## src/rtl/transport_rcv.sv

```systemverilog
// transport_rcv: parses transport packets, validates framing and checksum, and
// delivers committed 16-bit words with their command through a valid/ready FIFO.
// Optional TRANSPORT_RCV_STATS_EN adds saturating good/bad packet counters.
module transport_rcv #(
    parameter int DEPTH     = 16,
    parameter int MAX_WORDS = 8
) (
    input  logic                     clk,
    input  logic                     reset,
    input  logic                     sending,
    input  logic [7:0]               packetIn,
    output logic [1:0]               cmdOut,
    output logic [15:0]              dataOut,
    output logic                     dataValid,
    input  logic                     dataReady,
    output logic                     pktDone,
    output logic                     pktErr,
    output logic [1:0]               errCode,
    output logic                     busy,
    output logic [$clog2(DEPTH):0]   fifoCount,
    output logic [7:0]               goodCnt,
    output logic [7:0]               badCnt
);
    localparam int AW = $clog2(DEPTH);
    localparam logic [AW:0] ONE  = {{AW{1'b0}}, 1'b1};
    localparam logic [AW:0] FULL = ONE << AW;

    typedef enum logic [2:0] {IDLE, PAY_HI, PAY_LO, CHK, DRAIN} state_t;

    state_t      state;
    logic [17:0] mem [DEPTH];
    logic [AW:0] wr_c, wr_t, rd, free_w;
    logic [1:0]  cmd, h_cmd;
    logic [5:0]  cnt, h_n;
    logic [7:0]  hi, xr;
    logic        hdr_bad, hdr_ovf, pop, trunc;

    assign h_cmd     = packetIn[7:6];
    assign h_n       = packetIn[5:0];
    assign free_w    = FULL - (wr_t - rd);
    assign hdr_bad   = h_cmd == 2'b00 || h_n == '0 || 32'(h_n) > MAX_WORDS;
    assign hdr_ovf   = 32'(free_w) < 32'(h_n);
    assign dataValid = rd != wr_c;
    assign pop       = dataValid & dataReady;
    assign trunc     = !sending && (state inside {PAY_HI, PAY_LO, CHK});
    assign fifoCount = wr_c - rd;
    assign busy      = state != IDLE;
    assign dataOut   = dataValid ? mem[rd[AW-1:0]][15:0] : '0;
    assign cmdOut    = dataValid ? mem[rd[AW-1:0]][17:16] : '0;

    // Tentative words land here; only the commit pointer exposes them to the reader.
    always_ff @(posedge clk)
        if (state == PAY_LO && sending) mem[wr_t[AW-1:0]] <= {cmd, hi, packetIn};

    // Packet parser, pointer management and status pulses.
    always_ff @(posedge clk or negedge reset) begin
        if (!reset) begin
            state   <= IDLE;
            wr_c    <= '0;
            wr_t    <= '0;
            rd      <= '0;
            cmd     <= '0;
            cnt     <= '0;
            hi      <= '0;
            xr      <= '0;
            pktDone <= 1'b0;
            pktErr  <= 1'b0;
            errCode <= 2'b00;
        end else begin
            pktDone <= 1'b0;
            pktErr  <= 1'b0;
            if (pop) rd <= rd + ONE;
            if (trunc) begin
                wr_t    <= wr_c;
                pktErr  <= 1'b1;
                errCode <= 2'b10;
                state   <= IDLE;
            end else begin
                case (state)
                    IDLE: if (sending) begin
                        if (hdr_bad || hdr_ovf) begin
                            pktErr  <= 1'b1;
                            errCode <= hdr_bad ? 2'b01 : 2'b11;
                            state   <= DRAIN;
                        end else begin
                            cmd   <= h_cmd;
                            cnt   <= h_n;
                            xr    <= packetIn;
                            state <= PAY_HI;
                        end
                    end
                    PAY_HI: begin
                        hi    <= packetIn;
                        xr    <= xr ^ packetIn;
                        state <= PAY_LO;
                    end
                    PAY_LO: begin
                        wr_t  <= wr_t + ONE;
                        xr    <= xr ^ packetIn;
                        cnt   <= cnt - 6'd1;
                        state <= cnt == 6'd1 ? CHK : PAY_HI;
                    end
                    CHK: begin
                        if (packetIn == xr) begin
                            wr_c    <= wr_t;
                            pktDone <= 1'b1;
                        end else begin
                            wr_t    <= wr_c;
                            pktErr  <= 1'b1;
                            errCode <= 2'b11;
                        end
                        state <= IDLE;
                    end
                    DRAIN: if (!sending) state <= IDLE;
                    default: state <= IDLE;
                endcase
            end
        end
    end

`ifdef TRANSPORT_RCV_STATS_EN
    // Saturating tallies of committed and rejected packets.
    always_ff @(posedge clk or negedge reset) begin
        if (!reset) begin
            goodCnt <= '0;
            badCnt  <= '0;
        end else begin
            if (pktDone && goodCnt != 8'hFF) goodCnt <= goodCnt + 8'd1;
            if (pktErr && badCnt != 8'hFF) badCnt <= badCnt + 8'd1;
        end
    end
`else
    assign goodCnt = '0;
    assign badCnt  = '0;
`endif
endmodule

```

## config.mk

```make
export PLATFORM = sky130hd
export DESIGN_NAME = transport_rcv
export DESIGN_NICKNAME = d
export VERILOG_FILES = /design/src/rtl/transport_rcv.sv
export SDC_FILE = /design/constraint.sdc
export NUM_CORES = 1
export LEC_CHECK = 0
export ABC_AREA = 1
export CORE_AREA = 4 4 226 228
export DETAILED_ROUTE_END_ITERATION = 10
export DIE_AREA = 0 0 230 232
export GPL_ROUTABILITY_DRIVEN = 0
export GPL_TIMING_DRIVEN = 0
export PLACE_DENSITY = 0.51
export SYNTH_ARGS = -nofsm -noshare
export SYNTH_HDL_FRONTEND = slang
export SYNTH_SLANG_ARGS = --single-unit
```

## constraint.sdc

```tcl
create_clock -name clk -period 3.76 [get_ports clk]
set_input_delay 0.376 -clock clk [delete_from_list [all_inputs] [get_ports clk]]
set_output_delay 0.376 -clock clk [all_outputs]
set_load 0.01 [all_outputs]
```

==> out/summary.txt <==
Slew @ Worst Pin = 1.16 ns
Initial Utilization = 29.9%
Yosys warning count = 0
Routed Antenna Nets = 0
Final setup fails = 0
Fin. max-slew vios = 0
Final HPWL DP = 28400 um
Worst path required time = 3.38 ns
Clk sinks = 334
Total number of vias = 9985
Status = completed
Worst-path fanout max = 10
Pin count of the biggest net entering global routing = 28
DR WL/cell = 20.1 um
Critical path capture point type = primary output
Total Wirelength = 41900 um
RSZ-0062 raised after global routing = no
Via density = 4.78
Pre-antenna DRT Iters = 5
Fin area = 17500 um2
Final Critical Period = 3.68 ns
Period utilization = 97.9%
CP startpoint kind = register
Pleak = 6.33 nW
Rows = 81
Mean cell area of the mapped netlist = 11.3 um2
Initial antenna violation count = 1
Area post-placement = 16200 um2
Share of cells above drive strength 1 = 13.1%
TritonCTS clock tree = yes
Seq cells post-synth = 334
Final core occ = 35.8%
Root Buffer = clkbuf_16
Most frequent cell on the critical path = buf_4
Cells after DPL = 2026
Area added between synthesis and finish = 19.6%
Crit path kind = reg2out
Post-synthesis cell count = 1288
GRT overflow = 0
Ports = 57
P per Cell Area = 813 nW/um2
Overall global routing resource usage = 15.4%
Core box area = 48800 um2
Synth cell types = 38
Crit path DAT = 3.30 ns
DRC = 0
Worst reg2reg setup slack = 0.24 ns
Synth Cell Area = 14600 um2
Fin. Hold Viols = 0
CTS clk-pin slew, worst paths = 0.06 ns
Final setup TNS = 0 ns
Clock Tree Buf Depth = 3
Die footprint = 53400 um2
Vias in the first global route = 9785
Htree depth = 2
MaxCap Viol Count = 0
Cell Count, Final, Fillers Out = 2089
Hold Slack = 0.345 ns
Register area share after synthesis = 67.1%
Worst skew pair latency = 0.53 ns
DRT iter0 DRCs = 926
Die Y = 232 um
Layout Skew = 0.0138 ns
Final #Nets = 1437
Die width = 230 um
CP Cell Sequence = inv_1, buf_4, buf_4, ha_1, nand2_1, nor2_1, nand2_2, clkinv_4, buf_2, a21oi_1, clkdlybuf4s50_1
PortBufs = 40
Worst hold path class = in2async
Diode count = 0
Fmax = 272 MHz
Critical path's largest stage delay = 0.60 ns
First-pass GRT wire length = 62300 um
Peak supply drop = 0.413 mV
TritonCTS buffer count = 37
Crit-path slowest cell = clkdlybuf4s50_1
# fillers = 4887
Max_slew headroom = 22.5%
per-layer routing:
metal,GRT usage (%),share of wire (%),vias up
li1,-,-,4741
met1,20.8,44,4866
met2,25.1,47,299
met3,2.02,4.9,79
met4,6.26,3.9,0
met5,0,0,-
synthesized netlist by cell type:
cell | number | area (um2)
a21o_1 | 2 | 15.0
a21oi_1 | 31 | 155
a21oi_2 | 1 | 8.76
buf_1 | 1 | 3.75
buf_2 | 18 | 90.1
buf_4 | 29 | 218
buf_6 | 5 | 56.3
clkbuf_1 | 21 | 78.8
clkbuf_2 | 4 | 20.0
clkinv_1 | 2 | 7.51
conb_1 | 1 | 3.75
dfrtp_1 | 46 | 1150
edfxtp_1 | 288 | 8650
fa_1 | 2 | 40.0
ha_1 | 22 | 275
inv_1 | 62 | 233
inv_2 | 14 | 52.6
mux2i_1 | 1 | 10.0
nand2_1 | 176 | 661
nand2_2 | 5 | 31.3
nand2_4 | 2 | 22.5
nand3_1 | 44 | 220
nand3_2 | 1 | 10.0
nand4_1 | 10 | 62.6
nor2_1 | 216 | 811
nor2_2 | 5 | 31.3
nor2_4 | 5 | 56.3
nor3_1 | 4 | 20.0
o211ai_1 | 36 | 270
o21a_1 | 9 | 67.6
o21ai_0 | 153 | 766
o21ai_1 | 4 | 20.0
o21ai_2 | 5 | 43.8
o21ai_4 | 1 | 16.3
o22ai_1 | 43 | 269
o31ai_1 | 2 | 15.0
xnor2_1 | 6 | 52.6
xor2_1 | 11 | 96.3
state kept, by name, indices dropped and copies added, names as in the netlist, 3 cells and up:
| register | flops |
|---|---|
| cnt | 6 |
| hi | 8 |
| mem | 288 |
| rd | 5 |
| state | 3 |
| wr_c | 5 |
| wr_t | 5 |
| xr | 8 |
power breakdown:
group	total [mW]	internal (mW)	switching, mW
Sequential	4.99	4.48	0.512
Clock	3.65	2.19	1.46
Combinational	5.56	2.05	3.51
per-stage QoR:
stage	setup WS, ns	power, mW
after CTS	0.0401	14.3
after global routing	0.00234	15.0
after global placement	-1.16	10.5
after floorplan	0.736	8.14
after detailed placement	-0.138	10.6
final	0.0799	14.2
final cells by class:
type                            count  area [um2]  area share [%]
Multi-Input combinational cell    813        4160            23.8
Timing Repair Buffer               60         677            3.88
Tap cell                          664         831            4.76
Sequential cell                   334        9800            56.1
Buffer                             77         485            2.78
Clock buffer                       48        1020            5.84
Inverter                           78         298            1.70
Clock inverter                     15         190            1.09
cell usage in the layout, fill, tap and decap left out, types with 9 or more instances in the layout:
cell             Yosys  layout
buf_8                0      13
clkbuf_16            0      39
o21ai_0            153     153
nand4_1             10      10
buf_2               18      17
dfrtp_1             46      45
nand3_1             44      44
clkbuf_1            21      26
nor2_2               5      18
conb_1               1      16
edfxtp_1           288     288
buf_4               29      29
o21a_1               9       9
inv_2               14      14
nor2_1             216     203
clkdlybuf4s50_1      0      39
inv_1               62      62
ha_1                22      22
xor2_1              11      11
a21oi_1             31      31
nand2_1            176     175
o22ai_1             43      43
o211ai_1            36      36
buf_6                5      13
worst max-delay path, delay by kind of cell, from the launching register on:
family                     cells  cell delay (ns)
buffers and inverters          6             1.51
adders and majority gates      1             0.30
DFF                            1             0.42
AOI/OAI and AO/OA              1             0.25
and+or+nand+nor                3             0.29
timing repair:
action                                  4_1_cts  5_1_grt
pin swaps                                     0        0
hold endpoints to repair                     19        0
buffers inserted                              0        0
resized for setup                             9        5
endpoints found under the setup margin       18       24
hold buffers                                  1        0
final timing paths:
check	startpoint	to	cells past startpoint
setup / recovery	rd[3]	dataOut[14]	11
setup reg to reg	rd[0]	cnt[4]	20
max in group asynchronous	reset	xr[6]	3
min in group clk	cnt[5]	cnt[5]	2
hold / removal	reset	wr_t[3]	2
hold reg to reg	cnt[5]	cnt[5]	2
cell families (layout without fill, tap and decap cells):
| kind of cell | count (synthesis) | count (layout) | share of synthesized area, % |
|---|---|---|---|
| AO/OA/AOI/OAI | 287 | 287 | 11.3 |
| XOR/XNOR | 17 | 17 | 1.02 |
| adder cells (fa/ha/maj) | 24 | 24 | 2.16 |
| buffers and inverters | 156 | 278 | 5.20 |
| flip-flops | 334 | 334 | 67.1 |
| multiplexers | 1 | 1 | 0.0685 |
| other | 1 | 16 | 0.0257 |
| AND/OR/NAND/NOR | 468 | 468 | 13.2 |
Power figures use the tool's default switching activity.
==> RTL edit 1, RTL diff (same settings) <==
Set the parameter `DEPTH` to 32 (it was 16).
--- a/src/rtl/transport_rcv.sv
+++ b/src/rtl/transport_rcv.sv
@@ -4,3 +4,3 @@
 module transport_rcv #(
-    parameter int DEPTH     = 16,
+    parameter int DEPTH     = 32,
     parameter int MAX_WORDS = 8
Ports: changed (resized fifoCount); port bits go from 57 to 58. No check against the original RTL was run, so the function may have changed too.
==> RTL edit 1 against the original RTL <==
  * Sequential cell count rose by 291
  * Sequential share of layout area rose by 4.1 points
  * Power rose by 78%
  * Setup slack got worse by 0.063 ns
  * Count of clock-buffer cells in the layout rose by 51
  * Synthesized area rose by 80%
  * Cell area rose by 76%
  * Wire length rose by 89%
  * Clock power rose by 72%
  * Critical path depth did not move
  * Critical endpoint is now dataOut[6]
==> RTL edit 1: results <==
[final_layout]
num_antenna_cells = 0
largest_register_ffs = 576
layout-drive-gt1-share_pct = 12.9
fillers = 3926
finalNetCount = 2518

[setup_path]
path_delay_family = "buffers and inverters"
cp_max_fo = 10
worstPathArrival_ns = 3.37
crit_path_max_incr_delay_ns = 0.58
ff2ff_setup_slack_ns = 0.17
timing.rr.end = "cnt[3]"
cp_slowest_cell = "clkdlybuf4s50_1"
r2r-start = "rd[0]"
r2r_cells = 23

[grt]
antenna_found_initial = 0
grt_first_pass_wirelength_um = 116000
grt_pass1_vias = 17665
gr-usage-all-layers_pct = 29.6
grt_max_degree = 38

[timing]
skew_ns = 0.0203
finalHoldWorstSlack_ns = 0.266
max_slew_margin_pct = 4.08

[clock_network]
cts_buffers = 66
h-tree-depth = 3
clock_latency_ns = 0.60
clk_pin_slew_ns = 0.06
clock_path_buffers = 3
clk_root_buffer_cell = "clkbuf_16"

[pwr]
leakagePower_nw = 11.1
ir_drop_uv = 529

[route]
drt_first_pass_iters = 5
vias_per_cell = 5.78
routed_wl_um = 79300
drtIter0Drc = 2263

[synth]
synthTopCellsByArea = "edfxtp_1 66%, nor2_1 7.3%, o21ai_0 6.1%"
synth_commonest_cells = "576 x edfxtp_1, 515 x nor2_1, 322 x o21ai_0"
synth_cell_types = 37
yosysWarnings = 0
synthFlopType = "edfxtp_1"
ys_seq_area_share_pct = 70.3
synth_edf_count = 576
async_reset_ff_share_pct = 7.84

[place]
port_buffers = 41
hpwl_um = 51900

[worst_hold_path]
hp-class = "in2reg"
min_from = "packetIn[0]"
holdPathEnd = "mem[16][0]"
hold_depth = 2

[outcome]
status = "completed"
RTL edit 1: where the power goes:
group,total (W),leakage [nW],switching [W],internal [W]
clock network,0.00626,0.984,0.00262,0.00364
registers,0.00911,5.81,0.000815,0.00830
logic,0.00996,4.32,0.00668,0.00328
RTL edit 1: per-stage QoR:
stage / cell area, µm² / TNS, ns / cells / util, % / worst slack [ns]
after global placement: 27600 / -68.28 / 3025 / 56.6 / -0.770
after CTS: 30700 / 0 / 3186 / 62.8 / 0.0108
after detailed placement: 28400 / -15.69 / 3063 / 58.1 / -0.649
after global routing: 30800 / -0.103 / 3190 / 63.0 / -0.0563
after floorplan: 26400 / 0 / 2320 / - / 0.390
final: 30800 / 0 / 3190 / 63.0 / 0.0172
RTL edit 1: worst register-to-register path, delay by kind of cell, from the launching register on:
kind / cells / cell delay, ns
adder cells (fa/ha/maj): 4 / 1.05
AO/OA/AOI/OAI: 3 / 0.38
buffers and inverters: 7 / 0.73
AND/OR/NAND/NOR: 8 / 0.68
XOR/XNOR: 1 / 0.16
flip-flops: 1 / 0.46
RTL edit 1: worst max-delay path by stage:
stage / from / depth (start not counted) / slack, ns / to
after floorplan: rd[0] / 24 / 0.39 / xr[4]
after global placement: sending / 5 / -0.77 / mem[15][3]
after detailed placement: rd[3] / 12 / -0.65 / dataOut[11]
after CTS: rd[0] / 24 / 0.01 / xr[5]
after global routing: rd[0] / 24 / -0.06 / cnt[3]
final: rd[3] / 11 / 0.02 / dataOut[6]
RTL edit 1: cell families (layout without fill, tap and decap cells):
logic type / after synthesis / in the layout / synth area share [%]
buf+inv: 242 / 448 / 4.19
other cells: 1 / 16 / 0.0142
flops: 625 / 625 / 70.3
simple gates: 884 / 884 / 13.1
compound gates: 509 / 509 / 10.4
xor+xnor: 16 / 16 / 0.532
fa+ha+maj: 28 / 28 / 1.39
RTL edit 1: area by class of cell:
cell class	count	area [µm²]	share of cell area, %
Clock buffer	99	1870	6.07
Tap cell	664	831	2.70
Timing Repair Buffer	90	1170	3.81
Inverter	100	377	1.22
Clock inverter	17	163	0.528
Multi-Input combinational cell	1453	6950	22.6
Sequential cell	625	18500	60.2
Buffer	142	881	2.86
RTL edit 1: what timing repair did:
item	in CTS	in global routing
endpoints found under the setup margin	43	29
hold endpoints to repair	26	0
buffers inserted	4	3
gates cloned	0	1
pin swaps	1	3
gates resized for setup	84	25
hold buffers	3	0
RTL edit 1: per-layer routing:
layer  vias to the layer above  GRT usage (%)  wire [µm]
met2                       869           47.3      37100
met1                      9019           41.6      32300
met3                       132           5.12       7270
met5                         -              0          0
li1                       8416              -          -
met4                         0           10.2       2570
==> RTL edit 2, RTL diff (same flow settings) <==
Made on the original files. Put a register stage on the output `fifoCount`, without a reset. The value now appears one clock later. The other outputs are not delayed to match.
--- a/src/rtl/transport_rcv.sv
+++ b/src/rtl/transport_rcv.sv
@@ -45,3 +45,5 @@
     assign trunc     = !sending && (state inside {PAY_HI, PAY_LO, CHK});
-    assign fifoCount = wr_c - rd;
+    always_ff @(posedge clk) begin
+        fifoCount <= wr_c - rd;
+    end
     assign busy      = state != IDLE;
Behaviour: not the same (Yosys sat finds a counterexample within 10 cycles, from zero or initial values and one cycle with reset low).
==> RTL edit 2 against the original RTL <==
  * Cell area grew 0.48%
  * Synthesized area grew 0.57%
  * Power grew 1.3%
  * Register-to-register slack gained 0.06 ns
  * Clock skew grew 0.0065 ns
  * Sequential share of layout area grew 0.30 points
  * Sequential cell count grew 5
  * Wire length is essentially flat
  * Count of clock-buffer cells in the layout grew 4
  * Global-route usage is essentially flat
  * Setup slack lost 0.0068 ns
  * Critical endpoint is now dataOut[5]
  * Largest power group unchanged
==> RTL edit 2: results <==
[grt]
antenna_found_initial = 0
grtUsageMet2_pct = 25.0
gr-usage-all-layers_pct = 15.4
grt_first_pass_wirelength_um = 62000
grt_max_degree = 38

[route]
vias_per_cell = 4.76
drtIter0Drc = 918
routed_wl_um = 41900

[synth]
async_reset_ff_share_pct = 13.6
synth_xor_area_share_pct = 1.01
synth_cell_types = 41
muxShareOfSynthArea_pct = 0.0681
ys_seq_area_share_pct = 67.4
synth_commonest_cells = "288 x edfxtp_1, 208 x nor2_1, 183 x nand2_1"
synthTopCellsByArea = "edfxtp_1 59%, dfrtp_1 7.8%, o21ai_0 5.5%"
synth_compound_area_share_pct = 11.4
yosys.area_share.adder_pct = 2.15

[outcome]
status = "completed"

[place]
place_area_um2 = 16300
hpwl_um = 28100

[final_layout]
layout-drive-gt1-share_pct = 13.4
finalNetCount = 1439

[clock_network]
cts_buffers = 39

[pwr]
ir_drop_uv = 428
leakagePower_nw = 6.38
powerDensity_nw_per_um2 = 819

[timing]
skew_ns = 0.0203
max_freq_ghz = 0.271

[setup_path]
worstPathArrival_ns = 3.31
ff2ff_setup_slack_ns = 0.30
-- RTL edit 2: cell families after synthesis --
kind of cell	after synthesis
buffers and inverters	153
other	1
flip-flops	339
adder cells (fa/ha/maj)	24
XOR/XNOR	17
AND/OR/NAND/NOR	463
multiplexers	1
AO/OA/AOI/OAI	291
-- RTL edit 2: final cells by class --
cell class | instances | area share (%)
timing repair buffer | 60 | 3.89
clock inverter | 16 | 0.877
tap | 664 | 4.73
multi-input combinational | 812 | 23.7
sequential | 339 | 56.4
inverter | 76 | 1.65
clock buffer | 52 | 6.08
buffer | 75 | 2.70
-- RTL edit 2: worst paths after layout --
kind	start	cells after the start	end
max	rd[0]	10	dataOut[5]
max in group asynchronous	reset	3	cmd[1]
min in group clk	cnt[5]	2	cnt[5]
max reg2reg	rd[0]	19	cnt[3]
min reg2reg	cnt[5]	2	cnt[5]
min	reset	2	wr_c[0]
-- RTL edit 2: timing repair --
action | CTS | global route
gates resized for setup | 8 | 6
hold endpoints to repair | 9 | 0
endpoints found under the setup margin | 18 | 31
hold buffers | 1 | 0
-- RTL edit 2: power breakdown --
part	internal, W	total, W	switching (W)
Combinational	0.00203	0.00559	0.00355
Sequential	0.00458	0.00513	0.000546
Clock	0.00219	0.00367	0.00147
-- RTL edit 2: per-layer routing --
| layer | vias to the layer above | share of wire [%] |
|---|---|---|
| met3 | 55 | 5.5 |
| met4 | 0 | 2.8 |
| li1 | 4741 | - |
| met5 | - | 0 |
| met1 | 4866 | 45 |
| met2 | 313 | 47 |
-- RTL edit 2: stage by stage --
stage	power, W	hold WS (ns)	cells
2_1_floorplan	0.00829	0.0804	1304
3_3_place_gp	0.0107	0.470	2008
3_5_place_dp	0.0108	0.264	2027
4_1_cts	0.0145	0.237	2095
5_1_grt	0.0152	0.296	2094
6_report	0.0144	0.252	2094
